### config.mk
export PLATFORM = sky130hd
export DESIGN_NAME = resp_return_router
export DESIGN_NICKNAME = d
export VERILOG_FILES = /design/src/rtl/axi_ic_pkg.sv /design/src/rtl/sel_fifo.sv /design/src/rtl/resp_return_router.sv
export SDC_FILE = /design/constraint.sdc
export NUM_CORES = 1
export LEC_CHECK = 0
export BUFFER_PORTS_ARGS = -buffer_cell sky130_fd_sc_hd__buf_4
export CAP_MARGIN = 20
export CORE_AREA = 2 2 68 70
export DETAILED_ROUTE_END_ITERATION = 16
export DIE_AREA = 0 0 70 72
export PLACE_DENSITY = 0.87
export SYNTH_ARGS = -nofsm -noshare
export SYNTH_HDL_FRONTEND = slang
export SYNTH_SLANG_ARGS = --single-unit
### constraint.sdc
create_clock -name clk -period 5 [get_ports clk]
set_input_delay 0.5 -clock clk [delete_from_list [all_inputs] [get_ports clk]]
set_output_delay 0.5 -clock clk [all_outputs]
set_load 0.01 [all_outputs]
### src/rtl/axi_ic_pkg.sv
// rtl/axi_ic_pkg.sv - shared types and helpers for the 4-master AXI interconnect
package axi_ic_pkg;

  localparam int NUM_MASTERS = 4;

  typedef logic [NUM_MASTERS-1:0] mst_sel_t;

  typedef enum logic {
    ST_IDLE = 1'b0,
    ST_BUSY = 1'b1
  } rtr_state_e;

  function automatic logic is_onehot(input mst_sel_t sel);
    return $onehot(sel);
  endfunction

endpackage

### src/rtl/sel_fifo.sv
// rtl/sel_fifo.sv - DEPTH x one-hot master select FIFO, wrap-bit pointers
module sel_fifo
  import axi_ic_pkg::*;
#(
  parameter int DEPTH = 4,
  localparam int AW = $clog2(DEPTH)
) (
  input  logic        clk,
  input  logic        rst_n,
  input  logic        push,
  input  logic        pop,
  input  mst_sel_t    din,
  output mst_sel_t    head,
  output logic [AW:0] count,
  output logic        full,
  output logic        empty
);

  mst_sel_t    mem_q [DEPTH];
  mst_sel_t    mem_d [DEPTH];
  logic [AW:0] wr_ptr_q, wr_ptr_d;
  logic [AW:0] rd_ptr_q, rd_ptr_d;

  always_comb begin
    mem_d    = mem_q;
    wr_ptr_d = wr_ptr_q;
    rd_ptr_d = rd_ptr_q;
    if (push && !full) begin
      mem_d[wr_ptr_q[AW-1:0]] = din;
      wr_ptr_d                = wr_ptr_q + (AW+1)'(1);
    end
    if (pop && !empty) begin
      rd_ptr_d = rd_ptr_q + (AW+1)'(1);
    end
  end

  always_ff @(posedge clk or negedge rst_n) begin
    if (!rst_n) begin
      for (int i = 0; i < DEPTH; i++) mem_q[i] <= '0;
      wr_ptr_q <= '0;
      rd_ptr_q <= '0;
    end else begin
      mem_q    <= mem_d;
      wr_ptr_q <= wr_ptr_d;
      rd_ptr_q <= rd_ptr_d;
    end
  end

  // Same index with differing wrap bits means the writer has lapped the reader.
  assign empty = (wr_ptr_q == rd_ptr_q);
  assign full  = (wr_ptr_q[AW-1:0] == rd_ptr_q[AW-1:0]) && (wr_ptr_q[AW] != rd_ptr_q[AW]);
  assign count = wr_ptr_q - rd_ptr_q;
  assign head  = mem_q[rd_ptr_q[AW-1:0]];

endmodule

### src/rtl/resp_return_router.sv
// rtl/resp_return_router.sv - steers shared slave R beats to the master owning the oldest grant
module resp_return_router
  import axi_ic_pkg::*;
#(
  parameter int DEPTH  = 4,
  parameter int DATA_W = 34
) (
  input  logic                       clk,
  input  logic                       rst_n,
  input  logic                       grant_valid,
  input  mst_sel_t                   grant_sel,
  output logic                       grant_ready,
  input  logic                       s_rvalid,
  input  logic [DATA_W-1:0]          s_rdata,
  input  logic                       s_rlast,
  output logic                       s_rready,
  output mst_sel_t                   m_rvalid,
  output logic [DATA_W-1:0]          m_rdata,
  output logic                       m_rlast,
  input  mst_sel_t                   m_rready,
  output logic [$clog2(DEPTH+1)-1:0] outstanding,
  output logic [7:0]                 beat_cnt,
  output logic                       sel_err
);

  localparam int CW = $clog2(DEPTH+1);

  rtr_state_e    state_q, state_d;
  logic [7:0]    beat_cnt_q, beat_cnt_d;
  logic          sel_err_q, sel_err_d;
  mst_sel_t      head;
  logic [CW-1:0] count;
  logic          full, empty;
  logic          push, pop, beat, route_en;

  assign grant_ready = !full;
  assign push        = grant_valid && grant_ready && is_onehot(grant_sel);
  assign beat        = s_rvalid && s_rready;
  assign pop         = beat && s_rlast;

  sel_fifo #(.DEPTH(DEPTH)) u_sel_fifo (
    .clk   (clk),
    .rst_n (rst_n),
    .push  (push),
    .pop   (pop),
    .din   (grant_sel),
    .head  (head),
    .count (count),
    .full  (full),
    .empty (empty)
  );

  always_ff @(posedge clk or negedge rst_n) begin
    if (!rst_n) begin
      state_q    <= ST_IDLE;
      beat_cnt_q <= '0;
      sel_err_q  <= 1'b0;
    end else begin
      state_q    <= state_d;
      beat_cnt_q <= beat_cnt_d;
      sel_err_q  <= sel_err_d;
    end
  end

  always_comb begin
    state_d = state_q;
    case (state_q)
      ST_IDLE: if (push) state_d = ST_BUSY;
      ST_BUSY: if (pop && !push && count == CW'(1)) state_d = ST_IDLE;
      default: state_d = ST_IDLE;
    endcase
  end

  // Routing reads only the registered head, so a grant pushed this cycle steers next cycle.
  always_comb begin
    route_en = (state_q == ST_BUSY) && !empty;
    m_rvalid = route_en ? (head & {NUM_MASTERS{s_rvalid}}) : '0;
    s_rready = route_en && |(head & m_rready);
  end

  always_comb begin
    beat_cnt_d = beat_cnt_q;
    if (pop) begin
      beat_cnt_d = '0;
    end else if (beat && beat_cnt_q != 8'hFF) begin
      beat_cnt_d = beat_cnt_q + 8'd1;
    end
    sel_err_d = grant_valid && grant_ready && !is_onehot(grant_sel);
  end

  assign m_rdata     = s_rdata;
  assign m_rlast     = s_rlast;
  assign outstanding = count;
  assign beat_cnt    = beat_cnt_q;
  assign sel_err     = sel_err_q;

endmodule

### After elaboration in Yosys (flattened, before gate mapping)

Cells that the tools add are included.

| word-level totals | value |
|---|---|
| bits of input ports | 47 |
| output and inout bits | 53 |
| register bits | 32 |
| word-level logic and storage cells | 62 |

| operators by class | value |
|---|---|
| add/subtract/negate cells | 7 |
| mux-type cells | 12 |
| reduce and logical (&&, ||, !) cells | 20 |
| order comparisons | 3 |
| eq/ne operators | 6 |
| bitwise logic cells | 5 |

Operators by type and width:

| operator | number |
|---|---|
| $bwmux 16 | 1 |
| $mux 4 | 4 |
| $mux 8 | 2 |
| $logic_and 1x1->1 | 14 |
| $add 8x1->8 const B | 1 |
| $and 4x4->4 | 2 |
| $bmux 4 s2 | 1 |
| $demux 4 s2 | 1 |
| $ne 8x8->1 const B | 1 |
| $add 3x1->3 const B | 2 |
| $eq 3x1->1 const B | 2 |
| $ge 3x3->1 const B | 2 |
| $not 2->3 | 2 |
| $add 1x1->2 | 2 |
| $logic_not 1->1 | 4 |
| $reduce_or 4->1 | 1 |
| $add 2x2->3 | 1 |
| $eq 3x3->1 | 1 |
| $lt 3x1->1 const B | 1 |
| $sub 3x3->3 | 1 |
| $eq 2x2->1 | 1 |
| $mux 1 | 2 |
| $pmux 1 s2 | 1 |
| $reduce_bool 2->1 | 1 |
| other kinds (2) | 2 |

### Longest topological paths before layout

Gate-level depths: netlist of the first run.

| depth | value |
|---|---|
| depth in word-level cells | 13 |
| depth in mapped cells | 10 |

### Hierarchy

Synthesis of the first run repeated with hierarchy kept, for this count alone.

| second synthesis, totals | value |
|---|---|
| cell total of the unflattened synthesis | 194 |
| area total of the unflattened synthesis | 2070.7 um^2 |

By module, submodules not included:

| module | area each (um^2) | seq. area each (um^2) | instances | cells each |
|---|---|---|---|---|
| sel_fifo | 1133.6 | 550.5 | 1 | 84 |
| resp_return_router | 937.1 | 250.2 | 1 | 110 |

### Least setup slack after synthesis of the first run

No wires, ideal clock.

| timing path | value |
|---|---|
| kind | input to register |
| start | input grant_sel[0] |
| end | register u_sel_fifo.mem_q[0] in the netlist's numbering |
| stages | 10 |
| required time | 4.875 ns |
| buffers on the path | 0 |
| library setup time | 0.125 ns |
| arrival time | 2.418 ns |
| path slack | 2.457 ns |
| cell sequence | inv_1 fa_1 inv_1 ha_1 ha_1 nor2_1 nand2_1 nor2_2 nand2_1 mux2_2 |

| on the way | value |
|---|---|
| word-level cells in the longest chain between the ends | 5 |

Ends and longest elaborated chain:

| what | RTL line | source |
|---|---|---|
| from (decl) | resp_return_router.sv:11 | `input mst_sel_t grant_sel,` |
| $add 1x1->2 (not written as such) | axi_ic_pkg.sv:14 | `return $onehot(sel);` |
| $add 2x2->3 (not written as such) | axi_ic_pkg.sv:14 |  |
| $eq 3x1->1 | axi_ic_pkg.sv:14 |  |
| $logic_and 1x1->1 | resp_return_router.sv:37 | `assign push = grant_valid && grant_ready && is_onehot(grant_sel);` |
| $logic_and 1x1->1 | sel_fifo.sv:28 | `if (push && !full) begin` |
| to (signal assigned) | sel_fifo.sv:43 | `mem_q <= mem_d;` |
| to (decl) | sel_fifo.sv:19 | `mst_sel_t mem_q [DEPTH];` |

Several ways; a longest one is shown, not always the timed one.
A chain may end at the register's enable or synchronous reset.

### Final worst setup path of the first run

| timing path | value |
|---|---|
| start | register u_sel_fifo.rd_ptr_q[0] |
| end | output s_rready |

| on the way | value |
|---|---|
| word-level cells in the longest chain between the ends | 7 |

Ends and longest elaborated chain:

| what | RTL line | source |
|---|---|---|
| from (decl) | sel_fifo.sv:22 | `logic [AW:0] rd_ptr_q, rd_ptr_d;` |
| from (signal assigned) | sel_fifo.sv:45 | `rd_ptr_q <= rd_ptr_d;` |
| $not 2->3 (not written as such) | sel_fifo.sv:53 | `assign head = mem_q[rd_ptr_q[AW-1:0]];` |
| $bmux 4 s2 | sel_fifo.sv:53 |  |
| $mux 4 (not written as such) (2 in a row) | sel_fifo.sv:53 |  |
| $and 4x4->4 | resp_return_router.sv:78 | `s_rready = route_en && \|(head & m_rready);` |
| $reduce_or 4->1 | resp_return_router.sv:78 |  |
| $logic_and 1x1->1 (*) | resp_return_router.sv:78 |  |
| to (decl) | resp_return_router.sv:16 | `output logic s_rready,` |

Mark *: on every way between the ends. The rest lies on a longest branch, timed or not. The select of a mux whose other input is x is not followed.

==> reports/results.tsv, run 1 <==
metric	value	unit
# resized after CTS	0	
yosys warns	0	
# IOs	100	
multiplexer share of the synthesized area	13.1	%
Synth Area in Adders	7.70	%
Post-synth EDFFs	0	
Net Count, Synth	263	
Placement Setup Slack	2.15	ns
final period demand of the worst path	2.71	ns
DR DRC count	0	
TNS Setup	0	ns
pwr dens	639	nW/µm²
number of fill cells	398	
vias per inst	5.64	
largest net degree at the start of global routing	33	
CP Launch Type	flop	
first-pass GRT wire length	7020	µm
unrepaired setup endpoints after global routing	false	
CP Data Required Time	4.50	ns
Port Buffer Count	31	
final WL	4150	µm
most common cell after layout, fill and taps aside	dfrtp_1	
total CTS buffers	5	
crit path max-delay cell type	dfrtp_1	
sequential share of the synthesized area	37.3	%
fin nets	260	
global route overflow	0	
Clock transition at path regs	0.07	ns
antenna viol nets, final	0	
syn avg cell area	10.5	µm²
clock root cell	clkbuf_8	
CTS sink count	32	
GPL Wtd Cong	0.833	
layout cells sized above 1	34.7	%
final worst slack	2.29	ns
worst hold-check path type	primary input to asynchronous set/reset pin	
Worst Path Arrival	2.21	ns
Worst path max stage delay	0.66	ns
Synth Flop Type	dfrtp_1	
main combinational cell family by area after synthesis	buffers and inverters	
Post-CTS Setup Repair Bufs	0	
Core ar.	4260	µm²
cts hold-fix bufs	0	
synthesized-area fraction occupied by and/or/nand/nor cells	12.0	%
GRT Util Overall	18.2	%
CP endpoint kind	output port	
final setup fails	0	
row count	24	
Die X	70	µm
Rel. slew slack	66.4	%
Final Core Density	53.0	%
Bufs and invs on worst path	1	
clk_skew	0.00439	ns
DRT iter0 DRCs	83	
DIE HEIGHT	72	µm
Worst-Margin Slew	0.505	ns
CTS tree	built	
Final Cycle Share	54.2	%
synthesis-to-layout area growth	5.36	%
DR WL/cell	16.4	µm
WS Path Type	flop to output port	
clk_lat worst skew	0.29	ns
Max Slew Vio Count	0	
DP Wirelength	3050	µm
fin area	2260	µm²
Unique masters post-synth	45	
Post-Syn Area	2150	µm²
DRT Pass-1 Iters	4	
XOR/XNOR share of the synthesized area	2.86	%
Max Cap Violations	0	
most frequent cells in the layout	dfrtp_1 (32), buf_4 (31), mux2_2 (17), nand2_1 (16), inv_1 (11)	
CP Cell Sequence	mux4_2 > nand2_1 > and4b_4 > nor2_1 > buf_4	
status	complete, no violations	
complex-gate fraction of the synthesized area	10.7	%
Yosys reg bits	32	
Via Count	1432	
n_diodes	0	
DP Area	2130	µm²
Initial Utilization	50.3	%
Die ar.	5040	µm²
Async SR Flop Fraction	100	%
initial antenna violation count	0	
Top Family by Delay on Critical Path	flip-flops	
Hold Vio Cnt, Final	0	
Peak VDD IR	0.322	mV
fmax	0.369	GHz
vias in the first global route	1451	
CP Max Fanout	12	
cell count after synthesis	204	
clock buffer depth	2	
Leakage	1.07	nW
htree depth	2	
## layer usage
layer	wire length (µm)	vias to the layer above	GRT usage, %
li1	-	668	-
met2	1960	68	29.6
met5	0	-	0
met1	1720	682	22.2
met3	419	14	6.53
met4	48	0	7.69
## Yosys cell counts, types with 4 or more instances
master    n  share of area (%)
a31oi_1   4                1.2
and3_1    4                1.2
buf_4    35                 12
dfrtp_1  32                 37
ha_1     10                5.8
inv_1    11                1.9
mux2_2   17                8.9
nand2_1  16                2.8
nand3_1   8                1.9
nor2_1    7                1.2
o21ai_0   7                1.6
xnor2_1   4                1.6
## area by class of cell
cell class / instances / area, µm² / share of cell area (%)
sequential: 32 / 801 / 35.4
multi-input combinational: 120 / 995 / 44.0
clock inverter: 1 / 30.0 / 1.33
clock buffer: 7 / 96.3 / 4.26
tap: 52 / 65.1 / 2.88
timing repair buffer: 31 / 233 / 10.3
inverter: 11 / 41.3 / 1.83
## cell families (layout without fill, tap and decap cells)
kind of cell	count (synthesis)	in the layout
buffers and inverters	52	50
XOR/XNOR	7	7
adder cells (fa/ha/maj)	12	12
flip-flops	32	32
AO/OA/AOI/OAI	29	29
multiplexers	23	23
AND/OR/NAND/NOR	49	49
## where the power goes
group	switching (mW)	internal, mW
logic	0.344	0.367
registers	0.101	0.361
clock network	0.0968	0.176
total	0.542	0.903
## worst reg2reg max path, stage by stage, from the launching register on
cell and delay, ns:
dfrtp_1 0.64, inv_1 0.14, ha_1 0.33, nand2_1 0.15, o21ai_0 0.16, nor2_2 0.31
nand2_1 0.24, mux2_2 0.33
## sequential cells by signal, summed over array words and instances, names as in the netlist
signal	count
u_sel_fifo.rd_ptr_q	3
u_sel_fifo.mem_q	16
beat_cnt	8
u_sel_fifo.wr_ptr_q	3
sel_err	1
state_q	1
## final timing paths
| check | startpoint | end | cells past startpoint | slack (ns) |
|---|---|---|---|---|
| worst max-delay path | u_sel_fifo.rd_ptr_q[0] | s_rready | 5 | 2.29 |
| worst min-delay path | rst_n | beat_cnt[1] | 1 | 0.14 |
| worst max register to register | u_sel_fifo.rd_ptr_q[1] | u_sel_fifo.mem_q[2] | 7 | 2.59 |
| worst min register to register | u_sel_fifo.mem_q[8] | u_sel_fifo.mem_q[8] | 1 | 0.51 |
| max in group asynchronous | rst_n | u_sel_fifo.mem_q[14] | 1 | 4.55 |
| min in group clk | grant_sel[2] | u_sel_fifo.mem_q[10] | 2 | 0.48 |
## metrics by stage
step / hold slack (ns) / total power [mW] / std cells
after floorplan: 0.204 / 0.993 / 204
after global placement: 0.458 / 1.16 / 246
after detailed placement: 0.464 / 1.18 / 246
after CTS: 0.152 / 1.46 / 254
after global routing: 0.166 / 1.55 / 254
final: 0.141 / 1.44 / 254
No activity file was read; power rests on OpenSTA's default activity.
==> run 2, diff against run 1 <==
- CORE_AREA: 2 2 68 70 -> 2 2 71 73
- DIE_AREA: 0 0 70 72 -> 0 0 73 75
- PLACE_DENSITY: 0.87 -> 0.81
- clock period: 5 -> 2.6 ns (I/O delays scaled with it)
==> reports/results.tsv, run 2 (synthesized netlist as in run 1, its figures left out) <==
metric	value	unit	change
status	complete, no violations		unchanged
DP Area	2150	µm²	was 2130 µm²
synthesis-to-layout area growth	5.77	%	was 5.36%
GPL Wtd Cong	0.798		was 0.833
initial antenna violation count	0		unchanged
most common cell after layout, fill and taps aside	buf_4		was dfrtp_1
CP Launch Type	flop		unchanged
most frequent cells in the layout	buf_4 (33), dfrtp_1 (32), mux2_2 (17), nand2_1 (16), inv_1 (11)		was dfrtp_1 (32), buf_4 (31), mux2_2 (17), nand2_1 (16), inv_1 (11)
CP Data Required Time	2.34	ns	was 4.50 ns
Layout Cells excl Fill	259		was 254
Worst-Margin Slew	0.503	ns	was 0.505 ns
Via Count	1424		was 1432
Leakage	1.08	nW	was 1.07 nW
Worst Path Arrival	2.22	ns	was 2.21 ns
Placement Setup Slack	-0.00743	ns	was 2.15 ns
Largest register FFs	16		unchanged
antenna viol nets, final	0		unchanged
final setup fails	0		unchanged
pwr dens	1210	nW/µm²	was 639 nW/µm²
CTS tree	built		unchanged
fmax	0.403	GHz	
Initial Utilization	46.0	%	was 50.3%
clk_skew	0.00674	ns	was 0.00439 ns
Rel. slew slack	66.5	%	was 66.4%
Port Buffer Count	31		unchanged
final WL	4260	µm	was 4150 µm
total CTS buffers	5		unchanged
# resized after CTS	0		unchanged
Core ar.	4660	µm²	was 4260 µm²
clk_lat worst skew	0.29	ns	about the same
WS Path Type	flop to output port		unchanged
CP Max Fanout	12		unchanged
DRT iter0 DRCs	83		unchanged
unrepaired setup endpoints after global routing	false		unchanged
Peak VDD IR	0.619	mV	was 0.322 mV
Final Core Density	48.7	%	was 53.0%
vias per inst	5.50		was 5.64
first-pass GRT wire length	7130	µm	was 7020 µm
final worst slack	0.119	ns	was 2.29 ns
DR WL/cell	16.4	µm	about the same
CTS sink count	32		unchanged
largest net degree at the start of global routing	33		unchanged
DR DRC count	0		unchanged
n_diodes	0		unchanged
GRT Util Overall	17.4	%	was 18.2%
Max Cap Violations	0		unchanged
worst hold-check path type	primary input to flop		was primary input to asynchronous set/reset pin
fin nets	263		was 260
final period demand of the worst path	2.48	ns	
largest register by flop count	u_sel_fifo.mem_q		unchanged
dpl cells	250		was 246
fin area	2270	µm²	was 2260 µm²
Max Slew Vio Count	0		unchanged
DP Wirelength	3110	µm	was 3050 µm
global route overflow	0		unchanged
DRT Pass-1 Iters	4		unchanged
Die ar.	5480	µm²	was 5040 µm²
clock buffer depth	2		unchanged
row count	25		was 24
Die X	73	µm	was 70 µm
# IOs	100		unchanged
vias in the first global route	1462		was 1451
Hold Vio Cnt, Final	0		unchanged
DIE HEIGHT	75	µm	was 72 µm
layout cells sized above 1	34.6	%	was 34.7%
CP endpoint kind	output port		unchanged
Final Cycle Share	95.4	%	
htree depth	2		unchanged
Clock transition at path regs	0.07	ns	about the same
clock root cell	clkbuf_8		unchanged
[run 2: cell types whose count changed in the layout (fill, tap and decap cells not counted)]
cell           previous run  this run
buf_4                    31        33
clkbuf_1                  0         1
clkbuf_8                  7         5
clkinv_2                  0         1
dlygate4sd3_1             0         1
[run 2: cell type report]
type | count | area [µm²]
clock buffer | 6 | 72.6
clock inverter | 2 | 35.0
fill | 427 | 2390
inverter | 11 | 41.3
multi-input combinational | 120 | 995
sequential | 32 | 801
tap | 54 | 67.6
timing repair buffer | 34 | 258
[run 2: worst paths after layout]
kind / cells after the start / end / startpoint / slack [ns]
setup / recovery: 5 / s_rready / u_sel_fifo.rd_ptr_q[0] / 0.12
min in group asynchronous: 2 / beat_cnt[6] / rst_n / 0.46
hold reg to reg: 1 / u_sel_fifo.mem_q[15] / u_sel_fifo.mem_q[15] / 0.50
setup reg to reg: 6 / u_sel_fifo.mem_q[0] / u_sel_fifo.rd_ptr_q[0] / 0.25
max in group asynchronous: 2 / u_sel_fifo.wr_ptr_q[2] / rst_n / 1.85
hold / removal: 2 / u_sel_fifo.mem_q[5] / grant_sel[1] / 0.24
[run 2: routing by layer]
layer  up-vias  wire [µm]  GRT usage (%)
li1        671          -              -
met1       688       1840           22.3
met2        57       2090           28.9
met3         8        287           4.95
met4         0         46           4.53
met5         -          0              0
[run 2: timing repair]
| item | CTS | global route |
|---|---|---|
| buffers inserted | 0 | 0 |
| hold endpoints to repair | 32 | 0 |
| hold buffers | 1 | 0 |
[run 2: through the flow]
step | power [mW] | hold WS (ns) | setup TNS, ns
6_report | 2.75 | 0.242 | 0
5_1_grt | 2.96 | 0.241 | 0
4_1_cts | 2.78 | 0.233 | 0
3_5_place_dp | 2.30 | 0.226 | -0.00743
3_3_place_gp | 2.25 | 0.223 | 0
2_1_floorplan | 1.91 | -0.0356 | 0
[run 2: where the power goes]
part	total [mW]	switching (mW)	internal, mW	leakage (nW)
clock network	0.471	0.187	0.284	0.0552
registers	0.860	0.166	0.694	0.403
logic	1.42	0.703	0.718	0.621
total	2.75	1.06	1.70	1.08
[run 2: worst max-delay path, cell delays in order, from the launching register on]
cell and delay [ns]:
dfrtp_1 0.66, mux4_2 0.59, nand2_1 0.10, and4b_4 0.35, nor2_1 0.08, buf_4 0.15
